## config.mk

```make
export PLATFORM = sky130hd
export DESIGN_NAME = imu_sample_assembler
export DESIGN_NICKNAME = d
export VERILOG_FILES = /design/src/rtl/imu_sample_assembler_pkg.sv /design/src/rtl/imu_out_reg.sv /design/src/rtl/imu_sample_assembler.sv
export SDC_FILE = /design/constraint.sdc
export NUM_CORES = 1
export LEC_CHECK = 0
export ABC_AREA = 0
export CAP_MARGIN = 20
export CORE_MARGIN = 8
export CORE_UTILIZATION = 58
export CTS_BUF_LIST = sky130_fd_sc_hd__clkbuf_8 sky130_fd_sc_hd__clkbuf_16
export DETAILED_ROUTE_END_ITERATION = 6
export GPL_TIMING_DRIVEN = 0
export HOLD_SLACK_MARGIN = 0.1
export PLACE_DENSITY = 0.86
export SYNTH_ARGS = -nofsm -noshare
export SYNTH_HDL_FRONTEND = slang
export SYNTH_HIERARCHICAL = 1
export SYNTH_SLANG_ARGS = --single-unit
```

## constraint.sdc

```tcl
create_clock -name clk -period 5.98 [get_ports clk]
set_input_delay 1.196 -clock clk [delete_from_list [all_inputs] [get_ports clk]]
set_output_delay 1.196 -clock clk [all_outputs]
set_load 0.005 [all_outputs]
```

## src/rtl/imu_sample_assembler_pkg.sv

```systemverilog
// rtl/imu_sample_assembler_pkg.sv - shared widths, frame constants, FSM states and sample type
// Purpose: constants and types shared by the IMU sample assembler and its
//          output register. ACC_WIDTH/GYRO_WIDTH match the filter core inputs.
// Ports:   none (package).
package imu_sample_assembler_pkg;

  localparam int ACC_WIDTH       = 24;
  localparam int GYRO_WIDTH      = 20;
  localparam int IMU_FRAME_BYTES = 12;
  localparam int IMU_RAW_WIDTH   = 16;

  typedef enum logic {
    IDLE    = 1'b0,
    COLLECT = 1'b1
  } imu_state_e;

  typedef struct packed {
    logic signed [ACC_WIDTH-1:0]  a_x;
    logic signed [ACC_WIDTH-1:0]  a_y;
    logic signed [ACC_WIDTH-1:0]  a_z;
    logic signed [GYRO_WIDTH-1:0] w_x;
    logic signed [GYRO_WIDTH-1:0] w_y;
    logic signed [GYRO_WIDTH-1:0] w_z;
  } imu_sample_t;

  function automatic logic signed [ACC_WIDTH-1:0] sext_acc(input logic [IMU_RAW_WIDTH-1:0] raw);
    return {{(ACC_WIDTH-IMU_RAW_WIDTH){raw[IMU_RAW_WIDTH-1]}}, raw};
  endfunction

  function automatic logic signed [GYRO_WIDTH-1:0] sext_gyro(input logic [IMU_RAW_WIDTH-1:0] raw);
    return {{(GYRO_WIDTH-IMU_RAW_WIDTH){raw[IMU_RAW_WIDTH-1]}}, raw};
  endfunction

endpackage

```

## src/rtl/imu_out_reg.sv

```systemverilog
// rtl/imu_out_reg.sv - single-entry valid/ready sample register with overrun counter
// Purpose: holds one assembled sample for the downstream consumer. A new
//          sample is loaded when the slot is empty or being drained in the
//          same cycle; otherwise it is dropped and counted as an overrun.
// Ports:
//   clk, rst_n      clock, asynchronous active-low reset
//   load_i          a complete sample is offered this cycle
//   sample_i        the offered sample
//   ready_i         downstream accepts the held sample
//   valid_o         a sample is held
//   sample_o        held sample, stable while valid_o && !ready_i
//   overrun_cnt_o   saturating count of dropped samples
module imu_out_reg
  import imu_sample_assembler_pkg::*;
#(
  parameter int CNT_WIDTH = 8
) (
  input  logic                 clk,
  input  logic                 rst_n,
  input  logic                 load_i,
  input  imu_sample_t          sample_i,
  input  logic                 ready_i,
  output logic                 valid_o,
  output imu_sample_t          sample_o,
  output logic [CNT_WIDTH-1:0] overrun_cnt_o
);

  logic                 valid_q, valid_d;
  imu_sample_t          sample_q, sample_d;
  logic [CNT_WIDTH-1:0] ovr_q, ovr_d;
  logic                 slot_free;

  // The slot counts as free when it is being drained this cycle, so a
  // back-to-back reload keeps valid high with no bubble.
  always_comb begin
    valid_d   = valid_q;
    sample_d  = sample_q;
    ovr_d     = ovr_q;
    slot_free = !valid_q || ready_i;
    if (load_i && slot_free) begin
      valid_d  = 1'b1;
      sample_d = sample_i;
    end else begin
      if (valid_q && ready_i) begin
        valid_d = 1'b0;
      end
      if (load_i && (ovr_q != {CNT_WIDTH{1'b1}})) begin
        ovr_d = ovr_q + 1'b1;
      end
    end
  end

  always_ff @(posedge clk or negedge rst_n) begin
    if (!rst_n) begin
      valid_q  <= 1'b0;
      sample_q <= '0;
      ovr_q    <= '0;
    end else begin
      valid_q  <= valid_d;
      sample_q <= sample_d;
      ovr_q    <= ovr_d;
    end
  end

  assign valid_o       = valid_q;
  assign sample_o      = sample_q;
  assign overrun_cnt_o = ovr_q;

endmodule

```

## src/rtl/imu_sample_assembler.sv

```systemverilog
// rtl/imu_sample_assembler.sv - IMU burst byte stream to 6-axis signed sample
// Purpose: collects 12-byte big-endian frames (ax ay az wx wy wz), sign-extends
//          each axis and hands the sample to the filter through a single-entry
//          valid/ready register. Counts aborted frames and dropped frames.
// Ports:
//   clk, rst_n        clock, asynchronous active-low reset
//   byte_valid        byte_data valid (always consumed, no backpressure)
//   byte_data         stream byte
//   byte_sof          with byte_valid: first byte of a frame
//   valid_out         sample held for downstream
//   ready_out         downstream accepts the sample
//   a_x, a_y, a_z     signed accel, ACC_WIDTH bits
//   w_x, w_y, w_z     signed gyro, GYRO_WIDTH bits
//   frame_err_cnt     saturating count of frames aborted by a new sof
//   overrun_cnt       saturating count of complete frames dropped
module imu_sample_assembler
  import imu_sample_assembler_pkg::*;
#(
  parameter int RAW_WIDTH = 16,
  parameter int CNT_WIDTH = 8
) (
  input  logic                         clk,
  input  logic                         rst_n,
  input  logic                         byte_valid,
  input  logic [7:0]                   byte_data,
  input  logic                         byte_sof,
  output logic                         valid_out,
  input  logic                         ready_out,
  output logic signed [ACC_WIDTH-1:0]  a_x,
  output logic signed [ACC_WIDTH-1:0]  a_y,
  output logic signed [ACC_WIDTH-1:0]  a_z,
  output logic signed [GYRO_WIDTH-1:0] w_x,
  output logic signed [GYRO_WIDTH-1:0] w_y,
  output logic signed [GYRO_WIDTH-1:0] w_z,
  output logic [CNT_WIDTH-1:0]         frame_err_cnt,
  output logic [CNT_WIDTH-1:0]         overrun_cnt
);

  localparam int                 IDX_W    = $clog2(IMU_FRAME_BYTES);
  localparam int                 ASM_N    = IMU_FRAME_BYTES - 1;
  localparam logic [IDX_W-1:0]   LAST_IDX = IDX_W'(IMU_FRAME_BYTES - 1);

  imu_state_e           state_q, state_d;
  logic [IDX_W-1:0]     idx_q, idx_d;
  // The last byte is never stored: it is used directly in the completion cycle.
  logic [7:0]           asm_q [ASM_N];
  logic [7:0]           asm_d [ASM_N];
  logic [CNT_WIDTH-1:0] ferr_q, ferr_d;
  logic                 frame_done;

  logic [RAW_WIDTH-1:0] raw_w [6];
  imu_sample_t          sample_new;
  imu_sample_t          sample_held;

  always_comb begin
    state_d    = state_q;
    idx_d      = idx_q;
    asm_d      = asm_q;
    ferr_d     = ferr_q;
    frame_done = 1'b0;
    unique case (state_q)
      IDLE: begin
        if (byte_valid && byte_sof) begin
          asm_d[0] = byte_data;
          idx_d    = IDX_W'(1);
          state_d  = COLLECT;
        end
      end
      COLLECT: begin
        if (byte_valid) begin
          if (byte_sof) begin
            // Resync: abandon the partial frame and restart from this byte.
            if (ferr_q != {CNT_WIDTH{1'b1}}) begin
              ferr_d = ferr_q + 1'b1;
            end
            asm_d[0] = byte_data;
            idx_d    = IDX_W'(1);
          end else if (idx_q == LAST_IDX) begin
            frame_done = 1'b1;
            idx_d      = '0;
            state_d    = IDLE;
          end else begin
            for (int i = 0; i < ASM_N; i++) begin
              if (idx_q == IDX_W'(i)) begin
                asm_d[i] = byte_data;
              end
            end
            idx_d = idx_q + 1'b1;
          end
        end
      end
      default: state_d = IDLE;
    endcase
  end

  always_ff @(posedge clk or negedge rst_n) begin
    if (!rst_n) begin
      state_q <= IDLE;
      idx_q   <= '0;
      ferr_q  <= '0;
      for (int i = 0; i < ASM_N; i++) begin
        asm_q[i] <= '0;
      end
    end else begin
      state_q <= state_d;
      idx_q   <= idx_d;
      ferr_q  <= ferr_d;
      asm_q   <= asm_d;
    end
  end

  // Big-endian axis words; the final low byte comes straight from the stream.
  always_comb begin
    for (int k = 0; k < 5; k++) begin
      raw_w[k] = {asm_q[2*k], asm_q[2*k+1]};
    end
    raw_w[5] = {asm_q[10], byte_data};
  end

  always_comb begin
    sample_new     = '0;
    sample_new.a_x = sext_acc(raw_w[0]);
    sample_new.a_y = sext_acc(raw_w[1]);
    sample_new.a_z = sext_acc(raw_w[2]);
    sample_new.w_x = sext_gyro(raw_w[3]);
    sample_new.w_y = sext_gyro(raw_w[4]);
    sample_new.w_z = sext_gyro(raw_w[5]);
  end

  imu_out_reg #(
    .CNT_WIDTH (CNT_WIDTH)
  ) u_out_reg (
    .clk           (clk),
    .rst_n         (rst_n),
    .load_i        (frame_done),
    .sample_i      (sample_new),
    .ready_i       (ready_out),
    .valid_o       (valid_out),
    .sample_o      (sample_held),
    .overrun_cnt_o (overrun_cnt)
  );

  assign a_x           = sample_held.a_x;
  assign a_y           = sample_held.a_y;
  assign a_z           = sample_held.a_z;
  assign w_x           = sample_held.w_x;
  assign w_y           = sample_held.w_y;
  assign w_z           = sample_held.w_z;
  assign frame_err_cnt = ferr_q;

endmodule

```

==> run_results.csv, run 1 <==
group,metric,value,unit
finish,syn2layout_area_growth,26.5,%
timing,finalMaxSlewViolations,0,
global_routing,track_usage,21.4,%
yosys,syn_nets,612,
finish,layout.cells.non_filler,1012,
job,maxCapViolCount,0,
min_path,min_path_type,"reg -> reg",
cts,cts_max_level,1,
yosys,yosysWarnings,6,
worst_setup_path,cp.required,6.37,ns
global_routing,globalRouteMet3Util,4.67,%
finish,antenna-diode-count,0,
global_routing,met2_usage,37.3,%
yosys,synth_edf_count,0,
timing,skew,0.00958,ns
yosys,synthArstFlopShare,100,%
global_routing,grt-busiest-layer,"met2",
placement,gp_congestion,0.788,
placement,numPortBuffers,161,
yosys,syn_inst,593,
timing,fin_crit_sh,50.0,%
worst_setup_path,crit_type,"in -> reg",
cts,clk_pin_slew,0.06,ns
yosys,yosysUniqueCellTypes,50,
global_routing,antenna_found_initial,0,
detailed_routing,post_drt_wl_per_cell,22.2,um
yosys,synth-seq-cells,242,
detailed_routing,vias_per_cell,5.61,
die,die-area,21400,um2
cts,clock_latency,0.51,ns
die,io_pins,162,
cts,hold_buffers,0,
global_routing,grt_overflow,0,
finish,nets,800,
worst_setup_path,path_max_fanout,10,
die,die_h,146,um
cts,root_buffer,"clkbuf_16",
yosys,synth_top_family_by_area,"multiplexers",
cts,cts_resized,0,
finish,drive_gt1_share,37.2,%
power_and_ir_drop,max-vdd-ir-drop,0.290,mV
timing,finalSetupViolCount,0,
timing,clock.fmax,335,MHz
yosys,synth-main-ff-cell,"dfrtp_1",
yosys,yosys.area_share.adder,0.761,%
yosys,yosysSeqAreaShare,61.4,%
die,core,16600,um2
die,die_w,146,um
run_status,outcome,"finished, final reports clean",
timing,finalHoldViolations,0,
cts,cts_buffer_depth,3,
cts,clock-sinks,242,
detailed_routing,wl,22500,um
timing,min_period,2.99,ns
power_and_ir_drop,powerDensity,383,nW/um2
cts,cts_made_buffers,24,
yosys,syn_avg_cell_area,16.6,um2
global_routing,grt_pass1_vias,6361,
yosys,synth-compound-area-share,2.32,%
global_routing,use_met1,26.0,%
yosys,muxShareOfSynthArea,28.7,%
power_and_ir_drop,total_leakage_power,6.10,nW
finish,nFillCells,1000,
detailed_routing,vias,5676,
yosys,netlist_area,9860,um2
worst_setup_path,worst_setup_path_start_kind,"input pin",
cts,cts_tree,"done",
timing,relSlewSlack,37.9,%
timing,rsz0062_at_grt,"no",
yosys,yosys.area_share.simple,4.11,%
detailed_routing,drt-pass1-iter-count,6,
die,initial_utilization,59.5,%
die,rows,47,
cts,postCtsSetupBuffers,0,
detailed_routing,drc,0,
placement,dpl.cell_count,975,
global_routing,grt_pass1_wl,36600,um
worst_setup_path,endpoint_kind,"flip-flop",
power_and_ir_drop,p_total,4.77,mW
placement,dp.final_hpwl,15300,um
global_routing,grt_max_degree,128,
detailed_routing,drt_iter0_markers,285,
timing,worstMarginPinSlew,0.932,ns
worst_setup_path,critPathArrivalTime,3.38,ns
yosys,synth_xor_xnor_area_share,0.444,%
detailed_routing,ant_nets,0,
==> power by group <==
| part | internal (mW) | switching, mW |
|---|---|---|
| Clock | 0.768 | 0.576 |
| Sequential | 2.07 | 0.298 |
| Combinational | 0.716 | 0.348 |
==> sequential cells by signal, indices dropped and copies added, names as in the netlist <==
| signal | count |
|---|---|
| asm_q | 88 |
| u_out_reg/valid_o | 1 |
| frame_err_cnt | 8 |
| u_out_reg/sample_o | 132 |
| u_out_reg/overrun_cnt_o | 8 |
| state_q | 1 |
| idx_q | 4 |
==> logic make-up after synthesis <==
| group | Yosys count |
|---|---|
| flops | 242 |
| mux | 225 |
| simple gates | 54 |
| buf+inv | 32 |
| compound gates | 29 |
| fa+ha+maj | 6 |
| xor+xnor | 5 |
==> placed cells by master, fill, tap and decap left out, drive strengths merged, types with 4 or more instances in the layout <==
master         instances
a21oi                  6
nand2                  7
mux2                 225
clkbuf                35
ha                     6
nand4                  4
xnor2                  4
buf                   22
clkdlybuf4s50        160
nand3                 14
inv                   11
and3                   6
dfrtp                242
==> per-stage QoR <==
stage	hold slack, ns	setup slack [ns]	cell area [um2]	TNS, ns	utilization, %
floorplan	0.460	3.26	9860	0	-
global placement	0.474	-5.49	11700	-1324.39	70.8
detailed placement	0.482	2.52	11800	0	71.0
CTS	0.495	3.03	12500	0	75.2
global route	0.511	2.83	12500	0	75.2
finish	0.491	2.99	12500	0	75.2
==> routing by layer <==
layer	vias up	wire [um]	share of wire (%)
met4	0	675	3.0
met2	158	11400	51
met3	48	1100	4.9
met1	2966	9290	41
li1	2504	-	-
met5	-	0	0
==> final timing paths <==
kind / startpoint / end / slack [ns] / cells past startpoint
max: byte_sof / u_out_reg/overrun_cnt_o[7]$_DFFE_PN0P_ / 2.99 / 6
min: asm_q[3]$_DFFE_PN0P_ / asm_q[3]$_DFFE_PN0P_ / 0.49 / 1
max reg2reg: idx_q[0]$_DFFE_PN0P_ / u_out_reg/overrun_cnt_o[7]$_DFFE_PN0P_ / 3.27 / 6
min reg2reg: asm_q[3]$_DFFE_PN0P_ / asm_q[3]$_DFFE_PN0P_ / 0.49 / 1
max in group asynchronous: rst_n / u_out_reg/sample_o[108]$_DFFE_PN0P_ / 4.14 / 2
min in group asynchronous: rst_n / u_out_reg/sample_o[4]$_DFFE_PN0P_ / 0.79 / 1
==> cell usage after synthesis, types with 2 or more instances <==
cell | instances | area share (%)
and4_1 | 3 | 0.27
nand3_2 | 8 | 0.81
buf_2 | 7 | 0.36
buf_6 | 11 | 1.3
o21ai_0 | 2 | 0.10
a31oi_1 | 3 | 0.19
a21boi_0 | 3 | 0.23
ha_1 | 6 | 0.76
nor3_1 | 3 | 0.15
and3b_1 | 2 | 0.18
nand2b_1 | 2 | 0.13
nand2_1 | 6 | 0.23
a21o_1 | 2 | 0.15
nand3b_1 | 2 | 0.15
nor4_1 | 2 | 0.13
clkbuf_1 | 8 | 0.30
a22o_1 | 2 | 0.18
mux2_4 | 80 | 12
buf_4 | 2 | 0.15
xnor2_1 | 4 | 0.36
and3_4 | 2 | 0.23
nand4_1 | 3 | 0.19
mux2_2 | 143 | 16
a21oi_1 | 6 | 0.30
inv_1 | 4 | 0.15
and3_1 | 4 | 0.25
a41oi_1 | 2 | 0.18
dfrtp_1 | 242 | 61
nand3_1 | 6 | 0.30
mux2_1 | 2 | 0.23
o22ai_1 | 2 | 0.13
==> critical path, stage by stage <==
cell             delay [ns]
clkdlybuf4s50_1        0.41
buf_2                  0.19
nor3_1                 0.55
nand4_2                0.28
nor4_1                 0.39
mux2_1                 0.36
==> layout make-up <==
class	instances	area, um2	share of cell area [%]
Tap cell	220	275	2.21
Inverter	4	15.0	0.120
Sequential cell	242	6060	48.5
Timing Repair Buffer	162	1640	13.2
Buffer	28	204	1.63
Clock inverter	10	41.3	0.331
Clock buffer	27	653	5.24
Multi-Input combinational cell	319	3590	28.8
Power figures use the tool's default switching activity.
==> run 2, diff against run 1 <==
--- a/config.mk
+++ b/config.mk
@@ -8,12 +8,12 @@
 export ABC_AREA = 0
 export CAP_MARGIN = 20
 export CORE_MARGIN = 8
-export CORE_UTILIZATION = 58
+export CORE_UTILIZATION = 49
 export CTS_BUF_LIST = sky130_fd_sc_hd__clkbuf_8 sky130_fd_sc_hd__clkbuf_16
 export DETAILED_ROUTE_END_ITERATION = 6
 export GPL_TIMING_DRIVEN = 0
 export HOLD_SLACK_MARGIN = 0.1
-export PLACE_DENSITY = 0.86
+export PLACE_DENSITY = 0.77
 export SYNTH_ARGS = -nofsm -noshare
 export SYNTH_HDL_FRONTEND = slang
 export SYNTH_HIERARCHICAL = 1
==> constraint.sdc (replaced) <==
create_clock -name clk -period 2.4 [get_ports clk]
set_input_delay 0.48 -clock clk [delete_from_list [all_inputs] [get_ports clk]]
set_output_delay 0.48 -clock clk [all_outputs]
set_load 0.005 [all_outputs]
==> run 2 against run 1 <==
Combinational power increased by 150%. Via count decreased by 0.26%. Global-route usage decreased by 3.3 points. Final area increased by 1.6%. Critical path depth increased by 1. Worst hold slack improved by 0.0047 ns. Utilization decreased by 12 points. Critical endpoint is now u_out_reg/sample_o[45]$_DFFE_PN0P_.
==> run_results.csv, run 2 (same netlist as run 1, synthesis figures left out) <==
group,metric,value,unit
run_status,outcome,"finished, final reports clean",
power_and_ir_drop,powerDensity,961,nW/um2
power_and_ir_drop,combPwrFrac,21.7,%
placement,gp_congestion,0.808,
global_routing,grt_pass1_wl,35200,um
detailed_routing,vias_per_cell,5.29,
worst_setup_path,crit_path_top_delay_cell,"dfrtp_1",
power_and_ir_drop,intPower,9.11,mW
global_routing,track_usage,18.0,%
detailed_routing,vias,5661,
timing,clock.fmax,450,MHz
finish,nets,803,
timing,finalSetupViolCount,0,
timing,skew,0.00613,ns
worst_setup_path,crit_buf_inv,2,
worst_setup_path,path_max_fanout,10,
detailed_routing,drc,0,
global_routing,grt_max_degree,128,
finish,syn2layout_area_growth,28.5,%
global_routing,antenna_found_initial,0,
die,die_h,158,um
detailed_routing,post_drt_wl_per_cell,20.7,um
power_and_ir_drop,power_frac_seq,48.2,%
finish,layout_commonest_cell,"dfrtp_1",
finish,nFillCells,1467,
cts,cts_buffer_depth,3,
timing,fin_crit_sh,92.6,%
power_and_ir_drop,p_total,12.2,mW
finish,multi_input_area,3600,um2
worst_setup_path,cp_top_family,"simple AND/OR/NAND/NOR gates",
worst_setup_path,worst_setup_path_start_kind,"flip-flop",
detailed_routing,drt-pass1-iter-count,4,
worst_setup_path,slowest_delay,0.42,ns
power_and_ir_drop,switching_share,25.2,%
timing,min_period,2.22,ns
die,core,20000,um2
worst_setup_path,crit_type,"reg -> reg",
placement,dp.final_hpwl,15300,um
die,rows,52,
power_and_ir_drop,clkPwrFrac,30.1,%
die,die_w,158,um
min_path,min_path_type,"reg -> reg",
detailed_routing,wl,22200,um
cts,clock_latency,0.50,ns
cts,cts_made_buffers,25,
power_and_ir_drop,max-vdd-ir-drop,0.470,mV
worst_setup_path,cp.required,2.78,ns
detailed_routing,ant_nets,0,
power_and_ir_drop,power.switching,3.06,mW
global_routing,grt_pass1_vias,6240,
job,maxCapViolCount,0,
worst_setup_path,critPathArrivalTime,2.60,ns
cts,clock-sinks,242,
die,io_pins,162,
cts,cts_tree,"done",
detailed_routing,drt_iter0_markers,289,
finish,drive_gt1_share,38.3,%
placement,numPortBuffers,161,
finish,largest_register_ff_count,132,
die,initial_utilization,49.4,%
timing,finalMaxSlewViolations,0,
timing,relSlewSlack,39.3,%
timing,hold_slack,0.496,ns
worst_setup_path,endpoint_kind,"flip-flop",
power_and_ir_drop,total_leakage_power,6.16,nW
timing,finalHoldViolations,0,
worst_setup_path,cp_common_cell,"buf_6",
cts,root_buffer,"clkbuf_16",
timing,worstMarginPinSlew,0.911,ns
worst_setup_path,crit_chain,"ha_2, nand3b_1, nor3_4, nand2_2, buf_6, buf_6, mux2_4",
die,die-area,24900,um2
cts,clk_pin_slew,0.06,ns
timing,rsz0062_at_grt,"no",
global_routing,grt_overflow,0,
finish,antenna-diode-count,0,
finish,register_area,6060,um2
cts,cts_max_level,1,
finish,layout_common_cells,"dfrtp_1, clkdlybuf4s50_1, mux2_2",
[run 2: worst register-to-register path, delay by kind of cell, from the launching register on]
family	cells	cell delay [ns]
fa+ha+maj	1	0.31
flops	1	0.42
simple gates	3	0.67
mux	1	0.31
buf+inv	2	0.40
[run 2: per-layer routing]
metal  share of wire [%]  GRT usage (%)  vias to the layer above  routed length [um]
met5                   0              0                        -                   0
met4                 1.8           4.58                        0                 406
met2                  51           30.7                      142               11200
met1                  42           23.0                     2964                9290
met3                 5.8           3.99                       30                1290
li1                    -              -                     2525                   -
[run 2: what timing repair did]
item | 4_1_cts | 5_1_grt
hold buffers | 1 | 0
pin swaps | 0 | 1
endpoints found under the hold margin | 24 | 0
resized for setup | 2 | 1
endpoints found under the setup margin | 136 | 108
cloned | 0 | 0
setup buffers | 0 | 1
[run 2: cell type report]
cell class | instances | area share, %
multi-input cells | 319 | 28.4
clock buffers | 31 | 5.59
plain buffers | 28 | 1.61
flip-flops and latches | 242 | 47.8
well taps | 270 | 2.67
repair buffers | 164 | 13.1
clock inverters | 13 | 0.681
inverters | 4 | 0.119
[run 2: metrics by stage]
stage	util, %	std cells	TNS (ns)	worst slack (ns)	cell area (um2)
floorplan	-	593	0	0.204	9860
global placement	59.1	1024	-2120.58	-8.56	11800
detailed placement	59.3	1025	-60.78	-0.519	11800
CTS	63.4	1070	0	0.00659	12700
global route	63.4	1071	0	0.0100	12700
finish	63.4	1071	0	0.177	12700
[run 2: power by group through the flow]
stage,registers (mW),logic (mW),clock network (mW)
floorplan,5.76,1.36,0
global placement,5.85,2.56,0
detailed placement,5.95,2.68,0
CTS,5.88,2.69,3.76
global route,6.02,2.84,3.95
finish,5.87,2.64,3.67
[run 2: worst paths after layout]
path / slack [ns] / start / cells after the start / end
setup / recovery: 0.18 / idx_q[0]$_DFFE_PN0P_ / 7 / u_out_reg/sample_o[45]$_DFFE_PN0P_
hold / removal: 0.50 / asm_q[46]$_DFFE_PN0P_ / 1 / u_out_reg/sample_o[66]$_DFFE_PN0P_
setup reg to reg: 0.18 / idx_q[0]$_DFFE_PN0P_ / 7 / u_out_reg/sample_o[45]$_DFFE_PN0P_
hold reg to reg: 0.50 / asm_q[46]$_DFFE_PN0P_ / 1 / u_out_reg/sample_o[66]$_DFFE_PN0P_
max in group asynchronous: 0.70 / rst_n / 3 / u_out_reg/sample_o[130]$_DFFE_PN0P_
min in group asynchronous: 0.63 / rst_n / 2 / u_out_reg/sample_o[67]$_DFFE_PN0P_
==> run 3, diff against run 2 <==
--- a/config.mk
+++ b/config.mk
@@ -7,7 +7,6 @@
 export LEC_CHECK = 0
 export ABC_AREA = 0
 export CAP_MARGIN = 20
-export CORE_MARGIN = 8
 export CORE_UTILIZATION = 49
 export CTS_BUF_LIST = sky130_fd_sc_hd__clkbuf_8 sky130_fd_sc_hd__clkbuf_16
 export DETAILED_ROUTE_END_ITERATION = 6
==> run 3 against run 2 <==
Combinational power hardly changed. Count of clock-buffer cells in the layout up 5. Largest power group unchanged. Sequential share of layout area down 0.20 points. Setup slack better by 0.0098 ns. Critical path type unchanged. Sequential power hardly changed. Final cell count fell by 0.65%. Global-route usage rose by 2.7 points. Highest routed layer unchanged. Clock skew rose by 0.0087 ns. Register-to-register slack about the same. Power grew 1.7%.
==> run_results.csv, run 3 (same netlist as run 1, synthesis figures left out) <==
group,metric,value,unit
finish,drive_gt1_share,38.5,%
timing,skew,0.0149,ns
timing,setup_tns,0,ns
power_and_ir_drop,max-vdd-ir-drop,0.633,mV
global_routing,grt_max_degree,128,
placement,gp_congestion,0.788,
cts,clock_latency,0.51,ns
power_and_ir_drop,total_leakage_power,6.17,nW
die,io_pins,162,
timing,worstMarginPinSlew,0.889,ns
die,rows,51,
worst_setup_path,crit-reg2reg-capture,"u_out_reg/sample_o[67]$_DFFE_PN0P_",
die,die_h,144,um
finish,syn2layout_area_growth,29.0,%
cts,cts_tree,"done",
job,maxCapViolCount,0,
detailed_routing,drt-pass1-iter-count,5,
min_path,min_from,"asm_q[3]$_DFFE_PN0P_",
worst_setup_path,crit_type,"reg -> reg",
min_path,min_path_cells,1,
die,die-area,20700,um2
global_routing,grt_pass1_wl,32900,um
global_routing,track_usage,20.8,%
worst_setup_path,endpoint_kind,"flip-flop",
die,die_w,144,um
timing,finalHoldViolations,0,
global_routing,antenna_found_initial,0,
worst_setup_path,r2r_slack,0.19,ns
power_and_ir_drop,p_total,12.4,mW
detailed_routing,vias_per_cell,5.30,
detailed_routing,ant_nets,0,
worst_setup_path,worstRegToRegCells,7,
finish,nets,803,
worst_setup_path,cp.required,2.78,ns
power_and_ir_drop,powerDensity,973,nW/um2
placement,dp.final_hpwl,13700,um
cts,cts_made_buffers,26,
timing,clock.fmax,452,MHz
worst_setup_path,r2r_start,"idx_q[0]$_DFFE_PN0P_",
detailed_routing,drt_iter0_markers,285,
global_routing,grt_overflow,0,
worst_setup_path,critPathArrivalTime,2.59,ns
detailed_routing,post_drt_wl_per_cell,19.7,um
die,core,19600,um2
timing,rsz0062_at_grt,"no",
worst_setup_path,worst_setup_path_start_kind,"flip-flop",
finish,layout_common_cells,"dfrtp_1, clkdlybuf4s50_1, mux2_2",
cts,cts_max_level,1,
placement,numPortBuffers,161,
cts,cts_buffer_depth,3,
timing,relSlewSlack,40.7,%
global_routing,grt_pass1_vias,5868,
finish,largest_register_ff_count,132,
detailed_routing,vias,5644,
timing,finalMaxSlewViolations,0,
cts,clock-sinks,242,
run_status,outcome,"finished, final reports clean",
timing,fin_crit_sh,92.2,%
finish,layout_commonest_cell,"dfrtp_1",
finish,antenna-diode-count,0,
die,initial_utilization,50.3,%
cts,clk_pin_slew,0.06,ns
detailed_routing,wl,21000,um
timing,min_period,2.21,ns
min_path,min_to,"asm_q[3]$_DFFE_PN0P_",
min_path,min_path_type,"reg -> reg",
detailed_routing,drc,0,
timing,finalSetupViolCount,0,
worst_setup_path,path_max_fanout,10,
cts,root_buffer,"clkbuf_16",
-- run 3: cell count changes in the layout (fill, tap and decap cells not counted), sizes merged --
cell | previous run | this run
buf | 23 | 22
clkinv | 6 | 3
inv | 9 | 7
clkinvlp | 1 | 0
clkbuf | 39 | 44
-- run 3: worst max path at each step --
stage,slack [ns],cells after the start,from,to
floorplan,0.20,6,idx_q[0]$_DFFE_PN0P_,u_out_reg/overrun_cnt_o[7]$_DFFE_PN0P_
global placement,-8.57,1,rst_n,u_out_reg/sample_o[113]$_DFFE_PN0P_
detailed placement,-0.35,6,byte_sof,u_out_reg/overrun_cnt_o[7]$_DFFE_PN0P_
CTS,0.03,6,idx_q[0]$_DFFE_PN0P_,u_out_reg/overrun_cnt_o[7]$_DFFE_PN0P_
global route,0.04,6,idx_q[0]$_DFFE_PN0P_,u_out_reg/overrun_cnt_o[7]$_DFFE_PN0P_
finish,0.19,7,idx_q[0]$_DFFE_PN0P_,u_out_reg/sample_o[67]$_DFFE_PN0P_
-- run 3: report_power, final --
group / switching (mW) / internal [mW] / leakage (nW)
sequential: 0.709 / 5.15 / 3.25
combinational: 0.838 / 1.79 / 2.49
clock: 1.50 / 2.40 / 0.439
total: 3.05 / 9.33 / 6.17
-- run 3: critical path, stage by stage, from the launching register on --
cell      delay [ns]
dfrtp_1         0.42
ha_2            0.32
nand3b_1        0.19
nor3_4          0.27
nand2_2         0.18
buf_6           0.21
buf_6           0.17
mux2_4          0.31
-- run 3: area by class of cell --
cell class              instances  area, um2
fillers                      1375       6870
repair buffers                163       1650
well taps                     265        332
plain buffers                  28        204
clock buffers                  36        800
multi-input cells             319       3610
inverters                       4       15.0
flip-flops and latches        242       6060
clock inverters                 7       56.3
-- run 3: layer usage --
layer / GRT usage (%) / up-vias / wire, um
li1: - / 2514 / -
met1: 27.5 / 2936 / 9150
met3: 3.30 / 36 / 977
met4: 6.55 / 0 / 514
met2: 35.0 / 158 / 10300
met5: 0 / - / 0
-- run 3: timing repair --
item | CTS | global route
gates resized for setup | 2 | 2
pin swaps | 0 | 1
cloned | 0 | 0
buffers inserted | 0 | 0
hold buffers | 1 | 0
setup endpoints to repair | 136 | 96
endpoints found under the hold margin | 62 | 0
-- run 3: per-stage QoR --
stage	setup slack [ns]	hold WS [ns]	instances	area, um2	util (%)
CTS	0.0327	0.496	1064	12700	64.9
detailed placement	-0.349	0.486	1020	11800	60.4
finish	0.187	0.496	1064	12700	64.9
floorplan	0.204	0.184	593	9860	-
global placement	-8.57	0.473	1019	11800	60.3
global route	0.0374	0.510	1064	12700	64.9
